--- src/rtl/hht_rd_arbiter.sv ---
// hht_rd_arbiter: round-robin, burst-bounded read arbiter sharing one
// single-port data memory between the column-index and vector-value fetchers.
// Ports:
//   Clk, Rst          clock, async active-low reset
//   req0/1, addr0/1   read requests and addresses from the two requesters
//   gnt0/1            combinational one-hot grant
//   rvalid0/1, rdata0/1  registered per-owner read responses
//   mem_rd, mem_addr  registered memory read command
//   mem_rdata         memory read data, valid MEM_LAT cycles after mem_rd
//   busy              a granted read has not yet produced its rvalid
module hht_rd_arbiter #(
  parameter int MEM_LAT   = 0,
  parameter int MAX_BURST = 4
) (
  input  logic        Clk,
  input  logic        Rst,
  input  logic        req0,
  input  logic        req1,
  input  logic [31:0] addr0,
  input  logic [31:0] addr1,
  output logic        gnt0,
  output logic        gnt1,
  output logic        rvalid0,
  output logic        rvalid1,
  output logic [31:0] rdata0,
  output logic [31:0] rdata1,
  output logic        mem_rd,
  output logic [31:0] mem_addr,
  input  logic [31:0] mem_rdata,
  output logic        busy
);

  localparam int         DEPTH = MEM_LAT + 1;
  localparam logic [3:0] MAXB  = 4'(MAX_BURST);

  logic             last;
  logic [3:0]       burst;
  logic             pick1;
  logic             gnt_any;
  logic [DEPTH-1:0] tag_v;
  logic [DEPTH-1:0] tag_o;

  // When both request, the incumbent keeps the port until its burst
  // budget is spent; then the other side takes over.
  always_comb begin
    pick1   = (burst < MAXB) ? last : ~last;
    gnt1    = req1 & (~req0 | pick1);
    gnt0    = req0 & ~gnt1;
    gnt_any = gnt0 | gnt1;
  end

  always_ff @(posedge Clk or negedge Rst) begin
    if (!Rst) begin
      last  <= 1'b0;
      burst <= 4'd0;
    end else if (gnt_any) begin
      if (gnt1 == last) begin
        burst <= (burst >= MAXB) ? MAXB : burst + 4'd1;
      end else begin
        last  <= gnt1;
        burst <= 4'd1;
      end
    end
  end

  always_ff @(posedge Clk or negedge Rst) begin
    if (!Rst) begin
      mem_rd   <= 1'b0;
      mem_addr <= 32'd0;
    end else begin
      mem_rd <= gnt_any;
      if (gnt_any) begin
        mem_addr <= gnt1 ? addr1 : addr0;
      end
    end
  end

  // Stage 0 lines up with mem_rd; the last stage lines up with the
  // cycle in which mem_rdata is valid for that read.
  always_ff @(posedge Clk or negedge Rst) begin
    if (!Rst) begin
      tag_v <= '0;
      tag_o <= '0;
    end else begin
      tag_v[0] <= gnt_any;
      tag_o[0] <= gnt1;
      for (int i = 1; i < DEPTH; i++) begin
        tag_v[i] <= tag_v[i-1];
        tag_o[i] <= tag_o[i-1];
      end
    end
  end

  always_ff @(posedge Clk or negedge Rst) begin
    if (!Rst) begin
      rvalid0 <= 1'b0;
      rvalid1 <= 1'b0;
      rdata0  <= 32'd0;
      rdata1  <= 32'd0;
    end else begin
      rvalid0 <= tag_v[DEPTH-1] & ~tag_o[DEPTH-1];
      rvalid1 <= tag_v[DEPTH-1] & tag_o[DEPTH-1];
      if (tag_v[DEPTH-1] & ~tag_o[DEPTH-1]) begin
        rdata0 <= mem_rdata;
      end
      if (tag_v[DEPTH-1] & tag_o[DEPTH-1]) begin
        rdata1 <= mem_rdata;
      end
    end
  end

  assign busy = |tag_v;

endmodule
--- config.mk ---
export PLATFORM = sky130hd
export DESIGN_NAME = hht_rd_arbiter
export DESIGN_NICKNAME = d
export VERILOG_FILES = /design/src/rtl/hht_rd_arbiter.sv
export SDC_FILE = /design/constraint.sdc
export NUM_CORES = 1
export LEC_CHECK = 0
export BUFFER_PORTS_ARGS = -buffer_cell sky130_fd_sc_hd__buf_2
export CAP_MARGIN = 20
export CORE_MARGIN = 2
export CORE_UTILIZATION = 51
export DETAILED_ROUTE_END_ITERATION = 6
export HOLD_SLACK_MARGIN = 0.15
export MAX_ROUTING_LAYER = met4
export PLACE_DENSITY_LB_ADDON = 0.15
export SLEW_MARGIN = 5
export SYNTH_ARGS = -nofsm -noshare
export SYNTH_HDL_FRONTEND = slang
export SYNTH_SLANG_ARGS = --single-unit
--- constraint.sdc ---
create_clock -name Clk -period 3.2 [get_ports Clk]
set_clock_uncertainty 0.15 [all_clocks]
set_input_delay 0.48 -clock Clk [delete_from_list [all_inputs] [get_ports Clk]]
set_output_delay 0.48 -clock Clk [all_outputs]
set_load 0.1 [all_outputs]
=== Word-level counts from Yosys, hierarchy flattened ===
Index checks and enable logic that the tools add are counted.
W data, S select, Z words.

* Input bits: 100
* Output and inout port bits: 102
* Register bits after elaboration: 105
* Logic and storage cells: 29

* Reduce and logical (&&, ||, !) cells: 1
* Equal/unequal tests: 1
* Muxes and demuxes: 4
* Bitwise logic cells: 11
* $add $sub $neg: 1
* Order comparisons: 2

{| class="wikitable"
|+ Operators by type and width
! operator !! number
|-
| $mux W32 || 1
|-
| $mux W4 || 2
|-
| $not A1 Y1 || 5
|-
| $add A4 B1 Y4 const B || 1
|-
| $and A1 B1 Y1 || 4
|-
| $ge A4 B3 Y1 const B || 1
|-
| $lt A4 B3 Y1 const B || 1
|-
| $or A1 B1 Y1 || 2
|-
| $reduce_and A2 Y1 || 1
|-
| $eq A1 B1 Y1 || 1
|-
| $mux W1 || 1
|}

=== Longest topological paths before layout ===
Gate-level depths: netlist of run 1.

* Word-level depth: 8
* Gate-level depth with buffers: 5
* Gate-level depth less buffers: 3

=== Worst setup path after synthesis of run 1 ===
OpenSTA, ideal clock, no wires.

* Path kind: input -> output
* From: input req0
* To: output gnt1
* Cell stages on the path: 4
* Setup slack: 0.912 ns
* Path buffers: 2
* Data arrival time: 1.658 ns
* Data required time: 2.570 ns
* Cell sequence: clkbuf_1 -> clkbuf_1 -> o21ai_0 -> and2_1

* Word-level cells in the longest chain between the ends: 3

{| class="wikitable"
|+ Ends and longest elaborated chain
! item !! line !! text
|-
| start, declared || 17 || <nowiki>input logic req0,</nowiki>
|-
| $not A1 Y1 || 47 || <nowiki>gnt1 = req1 & (~req0 | pick1);</nowiki>
|-
| $or A1 B1 Y1 || 47 ||
|-
| $and A1 B1 Y1 || 47 ||
|-
| end, declared || 22 || <nowiki>output logic gnt1,</nowiki>
|}

Every way passes these cells.

=== Final worst setup path of run 1 ===
* From: register last
* To: output gnt1

* Word-level cells in the longest chain between the ends: 4

{| class="wikitable"
|+ Ends and longest elaborated chain
! item !! line !! text
|-
| start, declared || 36 || <nowiki>logic last;</nowiki>
|-
| start signal, assigned || 60 || <nowiki>last <= gnt1;</nowiki>
|-
| $not A1 Y1 || 46 || <nowiki>pick1 = (burst < MAXB) ? last : ~last;</nowiki>
|-
| $mux W1 (*) || 46 ||
|-
| $or A1 B1 Y1 (*) || 47 ||
|-
| $and A1 B1 Y1 (*) || 47 ||
|}

Mark *: on every way between the ends. The rest lies on a longest branch, timed or not.

==> qor.yml, run 1 <==
grt:
  grt.met2_usage: 0.3511
  antenna_found_initial: 0
  track_usage: 0.2262
  met3_usage: 0.03651
  use_met1: 0.3073
  grt_pass1_wl_mm: 16.93
  overflow: 0
  top_usage_layer: "met2"
  grt_pass1_vias: 3365
  grt_max_degree: 67
layout:
  fin_nets: 622
  num-fill-cells: 677
  syn_to_final_growth_pct: 28.54
  antennaDiodeCount: 0
  drive_gt1_frac: 0.5608
power:
  finalPower_w: 0.006406
  seqPwrFrac: 0.292
  ir_drop_mv: 0.5316
  netSwitchingPower_w: 0.003730
  static-leakage-power_nw: 2.836
  cellPowerDensity_nw_per_um2: 1099
  p_int_w: 0.002676
  clkPwrFrac: 0.126
  p_sw_frac: 0.5822
  power_frac_comb: 0.581
timing:
  hold_violations: 0
  max_freq_mhz: 399.7
  rsz0062_at_grt: "false"
  finalSetupViolCount: 0
  fin_crit_ps: 2502
  finalCritPeriodShare: 0.7819
  max_slew_margin: 0.6584
  finalMaxSlewViolations: 0
  worst_pin_slew_ps: 515.9
  fin_ws_ps: 697.9
  whs_ps: 200.4
  finalSetupTns_ps: 0
setup_path:
  cp-startpoint: "last$_DFFE_PN0P_"
  crit_family: "simple AND/OR/NAND/NOR gates"
  path_buf_inv: 1
  cp_cell_sequence: "nor3_1, o21ai_0, and2_1, buf_2"
  slowest_stage: "dfrtp_1"
  end_kind: "primary output"
  timing.rr.start: "last$_DFFE_PN0P_"
  worstPathArrival_ps: 1870
  cp_max_fo: 7
  critPathLaunchType: "register"
  slowest_delay_ps: 470
  path_class: "register to primary output"
  required_ps: 2570
detailed_routing:
  postRouteAntennaNets: 0
  num_vias: 3482
  drc: 0
  drt_pass1_iterations: 4
  drt_iter0_drc: 61
  viasPerCell: 5.492
  wirelength_mm: 10.86
  post_drt_wl_per_cell_microns: 17.13
logic_synthesis:
  ys_types: 28
  syn_area_sq_um: 4537
  ys_ff_latch: 105
  synthMuxAreaShare: 0.1657
  synth-simple-area-share: 0.05819
  synthCells: 327
  synth_area_per_cell_sq_um: 13.87
  synthesis.nets: 428
  synth_fa_ha_area_frac: 0.002758
  synth-compound-area-share: 0.1591
  synth_xor_area_frac: 0
  ys_warn_count: 0
  ys_seq_area_frac: 0.5792
  synth_top_family_by_area: "multiplexers"
placement:
  dp_slack_ps: 1018
  place_congestion: 0.8604
  place_hpwl_mm: 7.823
  io_buffers: 201
floorplan:
  io_pins: 202
  die_h_microns: 98.32
  initial_core_util: 0.5228
  die_area_sq_um: 9666
  row_count: 34
  die_x_microns: 98.32
  core-area_sq_um: 8678
cts:
  numCtsBuffers: 9
  cts_max_level: 3
  cts_tree: "done"
  ctsHoldBuffers: 1
  clk_path_buf_depth: 2
  cts-resized-gates: 0
  cts_setup_buffers: 0
  cts_sinks: 105
  clk_latency_ps: 360
  cts_root_buffer: "clkbuf_8"
  path_clk_slew_ps: 110
min_path:
  hp-start: "mem_rdata[5]"
  hold_class: "primary input to register"
flow_run:
  cap_violations: 0
status:
  status: "finished, final reports clean"
## synth_stat cells, drive strengths merged
library cell,number,share of area
nand2b,1,0.0014
nand2,3,0.0025
ha,1,0.0028
o21bai,1,0.0017
o31ai,1,0.0028
o21ai,5,0.0055
dfrtp,105,0.58
nor3,2,0.0022
buf,15,0.020
o211ai,1,0.0017
nor2b,1,0.0014
mux2,65,0.16
o21a,2,0.0033
mux2i,2,0.0044
or3,1,0.0014
clkbuf,12,0.0099
o221a,32,0.079
a211o,32,0.062
o32ai,1,0.0019
and2,34,0.047
nor2,3,0.0025
inv,6,0.0050
a21oi,1,0.0011
## worst paths after layout
path                                      endpoint  slack, ps  depth (start not counted)
min reg2reg                   burst[1]$_DFFE_PN0N_        350                          2
min                          rdata0[5]$_DFFE_PN0P_        200                          2
max in group asynchronous     burst[2]$_DFFE_PN0N_       1700                          3
max reg2reg                mem_addr[5]$_DFFE_PN0N_       1100                          4
max                                           gnt1        700                          4
min in group asynchronous    rdata0[5]$_DFFE_PN0P_        450                          2
## worst register-to-register path, stage by stage, from the launching register on
cell and delay (ps):
dfrtp_1 470, nor3_1 450, or3_1 380, buf_4 360, o221a_1 240
## per-stage QoR
| step | cell area (sq um) | instances | utilization |
|---|---|---|---|
| 4_1_cts | 5832 | 634 | 0.6720 |
| 2_1_floorplan | 4537 | 327 | - |
| 3_5_place_dp | 5625 | 617 | 0.6482 |
| 5_1_grt | 5832 | 634 | 0.6720 |
| 3_3_place_gp | 5625 | 617 | 0.6482 |
| 6_report | 5832 | 634 | 0.6720 |
## power groups by stage
stage	Sequential (W)	Combinational [W]	Clock, W
floorplan	0.00439	0.000625	0
global route	0.00192	0.00383	0.000886
finish	0.00187	0.00373	0.000808
global placement	0.00188	0.00371	0
CTS	0.00187	0.00374	0.000832
detailed placement	0.00190	0.00374	0
## metal layers
| metal | vias up | wire (microns) |
|---|---|---|
| met5 | - | 0 |
| met4 | 0 | 148 |
| met3 | 12 | 743 |
| met2 | 154 | 5179 |
| met1 | 1711 | 4788 |
| li1 | 1605 | - |
## state kept, by name (all words and copies together) (netlist names)
| register | flops |
|---|---|
| rdata0 | 32 |
| mem_addr | 32 |
| burst | 4 |
| rvalid0 | 1 |
| rvalid1 | 1 |
| rdata1 | 32 |
| tag_o | 1 |
| last | 1 |
| busy | 1 |
## final cells by class
class                      instances  area (sq um)  share of cell area
sequential                       105          2628              0.4505
timing repair buffer             210          1091              0.1871
clock buffer                      11         151.4             0.02596
multi-input combinational        189          1759              0.3017
tap                              108         135.1             0.02317
clock inverter                     5         45.04            0.007724
inverter                           6         22.52            0.003862
## cell usage in the layout (no fill, tap or decap), types with 2 or more instances in the layout
cell      Yosys  final
o21ai_0       5      5
clkbuf_8      0     11
o221a_1      29     29
dfrtp_1     105    105
a211o_1      32     32
inv_6         0      2
mux2i_1       2      2
nand2_1       3      3
and2_1       34     34
nor2_1        3      3
nor3_1        2      2
inv_1         5      5
buf_4         1      8
buf_2         7    200
mux2_2       65     65
o221a_2       3      3
o21a_1        2      2
## logic make-up (layout without fill, tap and decap cells)
group                      after synthesis  count (layout)
AOI/OAI and AO/OA                       76              76
adders and majority gates                1               1
buffers and inverters                   33             232
DFF                                    105             105
muxes                                   67              67
and+or+nand+nor                         45              45
Power figures use the tool's default switching activity.
==> inputs of run 2 (changes only) <==
CORE_UTILIZATION = 47   (was 51)
clock period = 2.5 ns   (was 3.2 ns; I/O delays follow)
==> qor.yml, run 2 (synthesized netlist as in run 1, its figures left out) <==
timing:
  finalMaxSlewViolations: 0  # unchanged
  hold_violations: 0  # unchanged
  max_slew_margin: 0.6132  # -0.04525
  rsz0062_at_grt: "false"
  finalSetupTns_ps: 0  # unchanged
  finalSetupViolCount: 0  # unchanged
  finalCritPeriodShare: 0.9670
  worst_pin_slew_ps: 580.3  # +64.32 ps
  fin_crit_ps: 2418
  max_freq_mhz: 413.6
layout:
  final_common_cell: "buf_2"
  syn_to_final_growth_pct: 49.67
  final_core_util: 0.7314  # +0.05940
  reg_top3: "mem_addr: 32 flops, rdata0: 32 flops, rdata1: 32 flops"
  final_cell_mix: "buf_2 (200), dfrtp_1 (103), dlygate4sd3_1 (92)"
  fin_nets: 716  # +15%
  drive_gt1_frac: 0.4855  # -0.07535
  antennaDiodeCount: 0  # unchanged
setup_path:
  ff2ff_path_depth: 5  # +1
  critPathLaunchType: "register"
  slowest_stage: "dlygate4sd3_1"
  slowest_delay_ps: 560  # +90 ps
  worstPathArrival_ps: 2510  # +640 ps
  path_class: "register to register"
  required_ps: 2590  # +20 ps
  cp.depth: 5  # +1
  cp_cell_sequence: "o21a_1, or3_1, buf_4, o221a_1, dlygate4sd3_1"
  crit_family: "buffers and inverters"
  end_kind: "register"
  path_buf_inv: 2  # +1
  cp_max_fo: 22  # +15
floorplan:
  initial_core_util: 0.4887  # -0.03410
  die_x_microns: 102.3  # +4.0%
  io_pins: 202  # unchanged
  die_area_sq_um: 10460  # +8.2%
  core-area_sq_um: 9284  # +7.0%
  row_count: 35  # +2.9%
  die_h_microns: 102.3  # +4.0%
cts:
  cts_setup_buffers: 0  # unchanged
  cts_tree: "done"
  path_clk_slew_ps: 100  # about the same
  cts_max_level: 3  # unchanged
  clk_latency_ps: 360  # about the same
  cts_root_buffer: "clkbuf_8"
  clk_path_buf_depth: 2  # unchanged
  cts_sinks: 105  # unchanged
  numCtsBuffers: 9  # unchanged
grt:
  antenna_found_initial: 0  # unchanged
  overflow: 0  # unchanged
  grt_pass1_wl_mm: 18.86  # +11%
  grt_max_degree: 54  # -19%
  track_usage: 0.2402  # +0.01391
  grt_pass1_vias: 3982  # +18%
power:
  static-leakage-power_nw: 3.223  # +14%
  finalPower_w: 0.008418  # +31%
  ir_drop_mv: 0.6902  # +30%
  cellPowerDensity_nw_per_um2: 1240  # +13%
status:
  status: "finished, final reports clean"
flow_run:
  cap_violations: 0  # unchanged
min_path:
  holdPathStages: 2  # unchanged
  hold_class: "primary input to register"
detailed_routing:
  wirelength_mm: 12.18  # +12%
  postRouteAntennaNets: 0  # unchanged
  post_drt_wl_per_cell_microns: 16.26  # -5.1%
  drt_pass1_iterations: 4  # unchanged
  num_vias: 3897  # +12%
  drc: 0  # unchanged
  drt_iter0_drc: 84  # +38%
  viasPerCell: 5.203  # -5.3%
placement:
  place_hpwl_mm: 7.918  # +1.2%
  place_congestion: 0.7597  # -12%
  io_buffers: 201  # unchanged
-- run 2: where the power goes --
group,total [W],switching [W],internal (W)
clock network,0.000991,0.000589,0.000402
registers,0.00240,0.000250,0.00215
logic,0.00502,0.00399,0.00103
-- run 2: through the flow --
| step | std cells | setup slack, ps | instance area, sq um | hold WS, ps |
|---|---|---|---|---|
| final | 749 | 82.48 | 6790 | 171.9 |
| after CTS | 748 | 44.34 | 6773 | 150.6 |
| after detailed placement | 641 | 444.2 | 5674 | 48.37 |
| after floorplan | 327 | 358.0 | 4537 | -70.59 |
| after global placement | 641 | 511.8 | 5674 | 47.47 |
| after global routing | 749 | 4.495 | 6790 | 159.6 |
-- run 2: path summary, 6_finish.rpt --
path,from,end,slack (ps)
hold reg to reg,rdata1[1]$_DFFE_PN0P_,rdata1[1]$_DFFE_PN0P_,350
hold / removal,addr1[14],mem_addr[14]$_DFFE_PN0N_,170
min in group asynchronous,Rst,rdata0[18]$_DFFE_PN0P_,210
max in group asynchronous,Rst,rdata1[11]$_DFFE_PN0P_,1210
setup / recovery,burst[3]$_DFFE_PN0N_,mem_addr[15]$_DFFE_PN0N_,80
setup reg to reg,burst[3]$_DFFE_PN0N_,mem_addr[15]$_DFFE_PN0N_,80
-- run 2: routing by layer --
metal  part of all wire  vias up  track usage  wire (microns)
li1                   -     1795            -               -
met4              0.025        0      0.08410             305
met3              0.064       29      0.04309             781
met2               0.49      189       0.4054            5982
met5                  0        -            -               0
met1               0.42     1884       0.2909            5105
-- run 2: cell type report --
type,instances,area (sq um)
multi-input cells,189,1764
well taps,129,161.4
fillers,659,2494
flip-flops and latches,105,2630
clock buffers,10,137.6
inverters,6,22.52
repair buffers,304,2024
clock inverters,6,50.05
-- run 2: repair_timing --
| item | CTS | global route |
|---|---|---|
| hold buffers | 91 | 1 |
| gates resized for setup | 0 | 3 |
| endpoints found under the setup margin | 0 | 6 |
| endpoints found under the hold margin | 201 | 1 |
